--- config.mk ---
export PLATFORM = sky130hd
export DESIGN_NAME = md4_stream_driver
export DESIGN_NICKNAME = d
export VERILOG_FILES = /design/src/rtl/md4_stream_driver.sv
export SDC_FILE = /design/constraint.sdc
export NUM_CORES = 2
export LEC_CHECK = 0
export ABC_AREA = 1
export CAP_MARGIN = 20
export CORE_ASPECT_RATIO = 1.4
export CORE_MARGIN = 2
export CORE_UTILIZATION = 58
export DETAILED_ROUTE_END_ITERATION = 12
export PLACE_DENSITY_LB_ADDON = 0.2
export SLEW_MARGIN = 20
export SYNTH_ARGS = -nofsm -noshare
export SYNTH_HDL_FRONTEND = slang
export SYNTH_SLANG_ARGS = --single-unit
--- constraint.sdc ---
create_clock -name CLK -period 4.32 [get_ports CLK]
set_clock_uncertainty 0.15 [all_clocks]
set_input_delay 0.864 -clock CLK [delete_from_list [all_inputs] [get_ports CLK]]
set_output_delay 0.864 -clock CLK [all_outputs]
set_load 0.01 [all_outputs]
--- src/rtl/md4_stream_driver.sv ---
// md4_stream_driver: owns a writable message buffer, streams it into an MD4
// core through the core's byte-FIFO input port, and collects the digest bytes
// from the core's output port into a flat DIGEST register (first byte in MSBs).
// Optional feature macro: MD4_DRV_COMPARE_EN adds EXP_DIGEST/MATCH comparison.
`timescale 1ns/1ps
module md4_stream_driver #(
  parameter int unsigned MSG_DEPTH  = 256,
  parameter int unsigned ADDR_W     = 8,
  parameter int unsigned SIZE_W     = 64,
  parameter int unsigned HASH_BYTES = 16
) (
  input  logic                    CLK,
  input  logic                    RESET_N,
  input  logic                    WR_EN,
  input  logic [ADDR_W-1:0]       WR_ADDR,
  input  logic [7:0]              WR_DATA,
  input  logic [SIZE_W-1:0]       MSG_LEN,
  input  logic                    START,
  output logic                    BUSY,
  output logic                    DONE,
  output logic                    ERROR,
  output logic [8*HASH_BYTES-1:0] DIGEST,
`ifdef MD4_DRV_COMPARE_EN
  input  logic [8*HASH_BYTES-1:0] EXP_DIGEST,
  output logic                    MATCH,
`endif
  output logic                    HC_START,
  input  logic                    HC_BUSY,
  input  logic                    HC_DONE,
  output logic [SIZE_W-1:0]       HC_SIZE,
  output logic [7:0]              HC_IN_BYTE,
  output logic                    HC_IN_EMPTY,
  input  logic                    HC_IN_READ,
  input  logic [7:0]              HC_OUT_BYTE,
  output logic                    HC_OUT_FULL,
  input  logic                    HC_OUT_WRITE
);

  localparam int unsigned PTR_W = $clog2(MSG_DEPTH + 1);
  localparam int unsigned CNT_W = $clog2(HASH_BYTES + 1);
  localparam int unsigned DIG_W = 8 * HASH_BYTES;

  localparam logic [ADDR_W:0]   DEPTH_A = (ADDR_W + 1)'(MSG_DEPTH);
  localparam logic [SIZE_W-1:0] DEPTH_S = SIZE_W'(MSG_DEPTH);
  localparam logic [PTR_W-1:0]  DEPTH_P = PTR_W'(MSG_DEPTH);
  localparam logic [CNT_W-1:0]  HASH_C  = CNT_W'(HASH_BYTES);

  typedef enum logic [1:0] {
    S_IDLE = 2'd0,
    S_RUN  = 2'd1,
    S_FIN  = 2'd2
  } state_t;

  state_t            r_state;
  state_t            w_state_nxt;
  logic [7:0]        r_buf [MSG_DEPTH];
  logic [PTR_W-1:0]  r_len,         w_len_nxt;
  logic [PTR_W-1:0]  r_rd_ptr,      w_rd_ptr_nxt;
  logic [CNT_W-1:0]  r_hash_cnt,    w_hash_cnt_nxt;
  logic              r_busy,        w_busy_nxt;
  logic              r_done,        w_done_nxt;
  logic              r_error,       w_error_nxt;
  logic [DIG_W-1:0]  r_digest,      w_digest_nxt;
  logic              r_hc_start,    w_hc_start_nxt;
  logic [SIZE_W-1:0] r_hc_size,     w_hc_size_nxt;
  logic [7:0]        r_hc_in_byte,  w_rd_byte;
  logic              r_hc_in_empty, w_in_empty_nxt;
  logic              r_hc_out_full, w_out_full_nxt;
`ifdef MD4_DRV_COMPARE_EN
  logic              r_match,       w_match_nxt;
`endif

  // Core BUSY is informational only; completion is keyed off HC_DONE.
  logic w_unused_hc_busy;
  assign w_unused_hc_busy = HC_BUSY;

  assign BUSY        = r_busy;
  assign DONE        = r_done;
  assign ERROR       = r_error;
  assign DIGEST      = r_digest;
  assign HC_START    = r_hc_start;
  assign HC_SIZE     = r_hc_size;
  assign HC_IN_BYTE  = r_hc_in_byte;
  assign HC_IN_EMPTY = r_hc_in_empty;
  assign HC_OUT_FULL = r_hc_out_full;
`ifdef MD4_DRV_COMPARE_EN
  assign MATCH       = r_match;
`endif

  // Message buffer: writable only while idle, out-of-range addresses dropped.
  always_ff @(posedge CLK) begin
    if (r_state == S_IDLE && WR_EN && ({1'b0, WR_ADDR} < DEPTH_A)) begin
      r_buf[WR_ADDR] <= WR_DATA;
    end
  end

  // Byte presented to the core next cycle: buffer entry at the next read pointer.
  always_comb begin
    w_rd_byte = '0;
    if (w_rd_ptr_nxt < DEPTH_P) begin
      w_rd_byte = r_buf[ADDR_W'(w_rd_ptr_nxt)];
    end
  end

  // FSM state register.
  always_ff @(posedge CLK) begin
    if (!RESET_N) begin
      r_state <= S_IDLE;
    end else begin
      r_state <= w_state_nxt;
    end
  end

  // Next-state and next-output logic for the run sequencer.
  always_comb begin
    w_state_nxt    = r_state;
    w_len_nxt      = r_len;
    w_rd_ptr_nxt   = r_rd_ptr;
    w_hash_cnt_nxt = r_hash_cnt;
    w_busy_nxt     = r_busy;
    w_done_nxt     = 1'b0;
    w_error_nxt    = r_error;
    w_digest_nxt   = r_digest;
    w_hc_start_nxt = r_hc_start;
    w_hc_size_nxt  = r_hc_size;
    w_in_empty_nxt = r_hc_in_empty;
    w_out_full_nxt = r_hc_out_full;
`ifdef MD4_DRV_COMPARE_EN
    w_match_nxt    = r_match;
`endif

    unique case (r_state)
      S_IDLE: begin
        if (START) begin
          if (MSG_LEN <= DEPTH_S) begin
            w_len_nxt      = PTR_W'(MSG_LEN);
            w_hc_size_nxt  = MSG_LEN;
            w_rd_ptr_nxt   = '0;
            w_hash_cnt_nxt = '0;
            w_digest_nxt   = '0;
            w_error_nxt    = 1'b0;
            w_hc_start_nxt = 1'b1;
            w_busy_nxt     = 1'b1;
            w_in_empty_nxt = (MSG_LEN == '0);
            w_out_full_nxt = 1'b0;
`ifdef MD4_DRV_COMPARE_EN
            w_match_nxt    = 1'b0;
`endif
            w_state_nxt    = S_RUN;
          end else begin
            w_error_nxt = 1'b1;
          end
        end
      end

      S_RUN: begin
        // Input side: advance on each read of a non-empty stream.
        if (HC_IN_READ) begin
          if (r_hc_in_empty) begin
            w_error_nxt = 1'b1;
          end else begin
            w_rd_ptr_nxt   = r_rd_ptr + PTR_W'(1);
            w_in_empty_nxt = (w_rd_ptr_nxt == r_len);
          end
        end
        // Output side: pack digest bytes MSB-first until full.
        if (HC_OUT_WRITE) begin
          if (r_hc_out_full) begin
            w_error_nxt = 1'b1;
          end else begin
            for (int unsigned b = 0; b < HASH_BYTES; b++) begin
              if (r_hash_cnt == CNT_W'(b)) begin
                w_digest_nxt[8*(HASH_BYTES-1-b) +: 8] = HC_OUT_BYTE;
              end
            end
            w_hash_cnt_nxt = r_hash_cnt + CNT_W'(1);
            w_out_full_nxt = (w_hash_cnt_nxt == HASH_C);
          end
        end
        // Completion check sees a same-cycle final write already counted.
        if (HC_DONE) begin
          if (w_hash_cnt_nxt != HASH_C) begin
            w_error_nxt = 1'b1;
          end
          w_hc_start_nxt = 1'b0;
          w_busy_nxt     = 1'b0;
          w_done_nxt     = 1'b1;
          w_in_empty_nxt = 1'b1;
          w_out_full_nxt = 1'b1;
          w_state_nxt    = S_FIN;
        end
      end

      S_FIN: begin
`ifdef MD4_DRV_COMPARE_EN
        w_match_nxt = (r_digest == EXP_DIGEST) && !r_error;
`endif
        w_state_nxt = S_IDLE;
      end

      default: begin
        w_state_nxt = S_IDLE;
      end
    endcase
  end

  // Datapath and output registers.
  always_ff @(posedge CLK) begin
    if (!RESET_N) begin
      r_len         <= '0;
      r_rd_ptr      <= '0;
      r_hash_cnt    <= '0;
      r_busy        <= 1'b0;
      r_done        <= 1'b0;
      r_error       <= 1'b0;
      r_digest      <= '0;
      r_hc_start    <= 1'b0;
      r_hc_size     <= '0;
      r_hc_in_byte  <= '0;
      r_hc_in_empty <= 1'b1;
      r_hc_out_full <= 1'b1;
    end else begin
      r_len         <= w_len_nxt;
      r_rd_ptr      <= w_rd_ptr_nxt;
      r_hash_cnt    <= w_hash_cnt_nxt;
      r_busy        <= w_busy_nxt;
      r_done        <= w_done_nxt;
      r_error       <= w_error_nxt;
      r_digest      <= w_digest_nxt;
      r_hc_start    <= w_hc_start_nxt;
      r_hc_size     <= w_hc_size_nxt;
      r_hc_in_byte  <= w_rd_byte;
      r_hc_in_empty <= w_in_empty_nxt;
      r_hc_out_full <= w_out_full_nxt;
    end
  end

`ifdef MD4_DRV_COMPARE_EN
  // Digest compare result, valid from the end of FIN until the next START.
  always_ff @(posedge CLK) begin
    if (!RESET_N) begin
      r_match <= 1'b0;
    end else begin
      r_match <= w_match_nxt;
    end
  end
`endif

endmodule

Word level (Yosys, flattened, before mapping)

Memory sizes are Yosys's and may differ from the RTL's. A register that Yosys moved wholly into a read port is not among the register bits.
Index checks and enable logic that the tools add are counted.

Reductions and logical operators: 31
Add/subtract/negate cells: 2
Equality and inequality tests: 42
Magnitude comparators: 2
Mux-type cells: 64

Operator list:

| kind                                                            | number |
|---|---|
| two-way mux 128 bit                                             | 4 |
| case mux 128 bit (2 select lines)                               | 1 |
| two-way mux 8 bit                                               | 16 |
| AND reduction 6 bit                                             | 16 |
| less-or-equal comparator 64 x 9 -> 1 bit, second input constant | 1 |
| logical NOT 64 bit                                              | 1 |
| == test 5 x 4 -> 1 bit, second input constant                   | 8 |
| != test 2 bit, second input constant                            | 20 |
| two-way mux 9 bit                                               | 4 |
| two-way mux 5 bit                                               | 5 |
| two-way mux 1 bit                                               | 24 |
| == test 5 x 3 -> 1 bit, second input constant                   | 4 |
| case mux 9 bit (2 select lines)                                 | 1 |
| AND reduction 4 bit                                             | 3 |
| == test 5 x 2 -> 1 bit, second input constant                   | 2 |
| case mux 5 bit (2 select lines)                                 | 1 |
| adder 9 x 1 -> 9 bit, second input constant                     | 1 |
| == test 9 bit                                                   | 1 |
| < comparator 9 bit, second input constant                       | 1 |
| AND reduction 3 bit                                             | 3 |
| case mux 1 bit (2 select lines)                                 | 4 |
| two-way mux 2 bit                                               | 3 |
| != test 3 bit, second input constant                            | 2 |
| AND reduction 2 bit                                             | 3 |
| 12 further kinds                                                | 12 |

Memories kept: 1
Memory bits (writable): 2048
Flip-flop bits (word level): 222

Memories:

| name  | depth | bits a word | read ports | clocked after memory_dff | write ports | line | text |
|---|---|---|---|---|---|---|---|
| r_buf | 256   | 8           | 1          | 1                        | 1           | 56   | `logic [7:0] r_buf [MSG_DEPTH];` |

Depth between registers and ports, before layout

Word-level depth: 8
Gate-level depth with buffers: 23

Least setup slack after synthesis

OpenSTA, ideal clock, no wires.

Path type: in2reg
From: input port MSG_LEN[6]
To: register r_digest[69], in the netlist DIGEST[69]
Stages on the path: 16
Arrival: 2.809 ns
Setup slack: 1.242 ns
Setup time: 0.119 ns
Path through: nor2_1 > nand2_1 > nor2_1 > nand2_1 > nand2_1 > nand4_1 > inv_1 > nor2_1 > nor2_1 > o21ai_0 > buf_2 > or2_2 > clkbuf_1 > buf_2 > o21ai_0 > a21oi_1

Word-level cells in the longest chain between the ends: 3

Ends and longest elaborated chain:

| item                                     | line | text |
|---|---|---|
| start: declaration                       | 17   | `input logic [SIZE_W-1:0] MSG_LEN,` |
| less-or-equal comparator 64 x 9 -> 1 bit | 135  | `if (MSG_LEN <= DEPTH_S) begin` |
| != test 2 x 1 -> 1 bit (no line)         | -    |  |
| AND reduction 6 bit (no line)            | -    |  |
| end signal: assignment                   | 229  | `r_digest <= w_digest_nxt;` |
| end: declaration                         | 63   | `logic [DIG_W-1:0] r_digest, w_digest_nxt;` |

No other way between the ends.
A chain may end at the register's enable or synchronous reset.

Worst setup path after layout

From: input port MSG_LEN[0]
To: register r_hc_in_byte[1], in the netlist HC_IN_BYTE[1] (read register of r_buf)

Word-level cells in the longest chain between the ends: 7

Ends and longest elaborated chain:

| item                                         | line | text |
|---|---|---|
| less-or-equal comparator 64 x 9 -> 1 bit (*) | 135  |  |
| two-way mux 9 bit (*)                        | 135  |  |
| two-way mux 9 bit (*)                        | 134  | `if (START) begin` |
| case mux 9 bit (2 select lines) (*)          | 132  | `unique case (r_state)` |
| < comparator 9 bit                           | 100  | `if (w_rd_ptr_nxt < DEPTH_P) begin` |
| AND reduction 2 bit (no line)                | -    |  |
| logical NOT 1 bit (no line)                  | -    |  |
| end: declaration                             | 66   | `logic [7:0] r_hc_in_byte, w_rd_byte;` |

Every way passes the cells marked *; elsewhere a longest branch is shown, timed or not.

==> reports/qor.yml <==
status: "finished clean"
clkSinkCount: 2269
finalNetCount: 8792
total_power_mw: 43.0
min_path_type: "input port to register"
synth.avg_cell_area_um2: 11.3
cts_buffers: 202
fin_crit_sh_pct: 92.4
row_count: 172
ys_types: 36
gp_congestion: 0.926
hold_viol: 0
synth_top_family_by_area: "simple AND/OR/NAND/NOR gates"
critPathTopFamily: "simple AND/OR/NAND/NOR gates"
core_area_um2: 157000
cts_tree: "done"
cp_data_required_time_ps: 4940
synth_nets: 8215
cp-end-kind: "register"
grt_pass1_wl_mm: 381
cpMostUsedCell: "nor2_1"
viasPerCell: 6.04
die_h_um: 475
fin_cells: 11000
drive_above_1_share_pct: 11.0
path_depth: 24
synth_compound_area_share_pct: 1.31
antenna_found_initial: 9
dieArea_um2: 162000
drt-wirelength-per-cell_um: 23.4
critPathMaxFanout: 43
start_kind: "input port"
cpMaxStageDelayCell: "clkdlybuf4s50_1"
initial_core_util_pct: 58.5
overflow: 0
rsz0062_at_grt: "false"
netlist_instances: 8113
vias: 66100
maxSlewViolCount: 0
grt_util_met3_pct: 5.12
setup_violations: 0
h-tree-depth: 4
cp.arrival_ps: 4610
path_class: "input port to register"
cts_buffer_depth: 3
rr_startpoint: "r_state[1]"
clk_latency_ps: 870
ys_ff_latch: 2269
ys_warn_count: 0
synth.yosys.seq_area_share_pct: 71.8
maxCapViolations: 0
grt_busiest_layer: "met2"
worst_slew_pin_slew_ps: 1060
dp_hpwl_mm: 160
muxShareOfSynthArea_pct: 0
reg2reg_depth: 21
synth_xor_area_share_pct: 0.133
path_cells: "clkdlybuf4s50_1 > nor2_1 > nand2_1 > nor2_1 > nand2_1 > nand2_1 > nand4_1 > nand2_1 > nand2_8 > nand2_8 > inv_8 > buf_12 > buf_4 > nand2_1 > nand3_1 > nand3_1 > nand3_1 > nand2_1 > nor2_1 > nor2_1 > nor2_1 > nor2_1 > buf_4 > nor2_1"
synthSimpleGateAreaFrac_pct: 23.5
relSlewSlack_pct: 29.1
drt_iter0_drc: 7567
postCtsSetupBuffers: 0
ios: 302
netlist_area_um2: 91900
cts-resized-gates: 0
met2_usage_pct: 53.5
drcViolationCount: 0
area_growth_pct: 17.9
worstPathBufferInverterCount: 5
max_stage_delay_ps: 540
r2r_end: "HC_IN_BYTE[1]"
placedCellCount: 10600
postCtsHoldBufs: 0
peakVddDrop_mv: 0.421
grt_use_met1_pct: 38.0
leakage_nw: 39.0
dr.pass1.iters: 12
path_clk_slew_ps: 60
n_fill_cell: 10900
grt_pass1_vias: 64100
drt-total-wl_mm: 256
finalCriticalPeriod_ps: 3990
grt_max_degree: 185
post_dp_cell_area_um2: 102000
r2r_setup_slack_ps: 330
grt_usage_pct: 31.3
crit_start: "MSG_LEN[0]"
cp-endpoint: "HC_IN_BYTE[1]"
port_buffers: 300
postLayoutCellArea_um2: 108000
drtAntennaViolNets: 0
p_per_area_nw_per_um2: 397
die_w_um: 340
max_freq_ghz: 0.251
cts_root_buf: "clkbuf_16"
synthAdderAreaFrac_pct: 0.0817
worst register-to-register path, delay by kind of cell, from the launching register on:
kind / cells / cell delay [ps]
simple gates: 13 / 1540
buf+inv: 6 / 1260
flops: 1 / 510
compound gates: 2 / 410
kinds of logic (layout without fill, tap and decap cells):
logic type	after synthesis	count (layout)
buffers and inverters	696	1441
flip-flops	2269	2269
XOR/XNOR	14	14
AND/OR/NAND/NOR	4896	4896
adder cells (fa/ha/maj)	6	6
AO/OA/AOI/OAI	232	232
other	0	5
area by class of cell:
| cell class | instances | area, um^2 | share of cell area, % |
|---|---|---|---|
| Inverter | 126 | 498 | 0.460 |
| Clock buffer | 260 | 5670 | 5.24 |
| Multi-Input combinational cell | 5148 | 23100 | 21.3 |
| Antenna cell | 5 | 12.5 | 0.0115 |
| Clock inverter | 112 | 1080 | 1.00 |
| Timing Repair Buffer | 943 | 9450 | 8.73 |
| Sequential cell | 2269 | 65900 | 60.8 |
| Tap cell | 2088 | 2610 | 2.41 |
per-stage QoR:
| step | utilization (%) | setup WS (ps) | TNS, ps | hold slack [ps] |
|---|---|---|---|---|
| 4_1_cts | 69.0 | 421 | 0 | 266 |
| 3_3_place_gp | 64.7 | -406 | -2560 | 284 |
| 3_5_place_dp | 64.7 | -402 | -2690 | 285 |
| 6_report | 69.0 | 330 | 0 | 279 |
| 5_1_grt | 69.0 | 170 | 0 | 283 |
| 2_1_floorplan | - | 1240 | 0 | 318 |
cells in the mapped netlist, drive strengths merged:
cell	number	area, um^2
o211ai	4	30.0
dfxtp	221	4420
nand2	1891	7110
and3	55	344
nand3	2409	12100
clkinv	1	3.75
o2111ai	1	8.76
clkbuf	289	1080
inv	125	469
xor2	14	123
a211oi	1	7.51
o22ai	4	25.0
nand4	5	31.3
ha	6	75.1
nor4	2	12.5
o31ai	1	7.51
a21oi	122	614
and2	1	6.26
edfxtp	2048	61500
o21ai	88	440
o21bai	1	7.51
a221oi	1	8.76
or2	4	25.0
nand3b	1	7.51
buf	281	1390
nor2	516	1950
a31oi	9	56.3
nor3	12	60.1
flip-flops by register name, summed over array words and instances (netlist names):
register	count
HC_OUT_FULL	1
HC_START	1
r_buf	2048
r_len	8
r_rd_ptr	9
HC_IN_EMPTY	1
HC_IN_BYTE	8
HC_SIZE	56
DIGEST	128
r_state	2
ERROR	1
DONE	1
r_hash_cnt	5
worst min path at each step:
stage	slack, ps	endpoint	cells past startpoint	startpoint
3_3_place_gp	280	DIGEST[69]	2	DIGEST[69]
3_5_place_dp	290	DIGEST[38]	2	DIGEST[38]
4_1_cts	270	r_buf[165][1]	1	WR_DATA[1]
2_1_floorplan	320	DIGEST[32]	2	DIGEST[32]
5_1_grt	280	r_buf[165][1]	1	WR_DATA[1]
6_report	280	r_buf[165][1]	1	WR_DATA[1]
power breakdown:
part           internal [mW]  switching [mW]  total (mW)
Sequential              23.9         0.00992        23.9
Clock                   10.4            7.91        18.4
Combinational          0.167           0.560       0.727
cells in the final DEF, fill, tap and decap left out, types with 86 or more instances in the layout:
master | Yosys | final
clkbuf_16 | 0 | 218
dfxtp_1 | 221 | 221
clkdlybuf4s50_1 | 0 | 291
buf_12 | 0 | 127
inv_1 | 120 | 119
a21oi_1 | 121 | 121
nor2_1 | 512 | 512
o21ai_0 | 87 | 86
nand2_1 | 1888 | 1884
edfxtp_1 | 2048 | 2048
buf_4 | 12 | 516
nand3_1 | 2409 | 2409
metal layers:
metal	wire length, um	up-vias	share of wire [%]
met5	82	-	0.032
met4	14500	12	5.7
met3	23100	756	9.0
met2	127000	3655	50
met1	91200	31700	36
li1	-	30000	-
No activity file was read; power rests on OpenSTA's default activity.
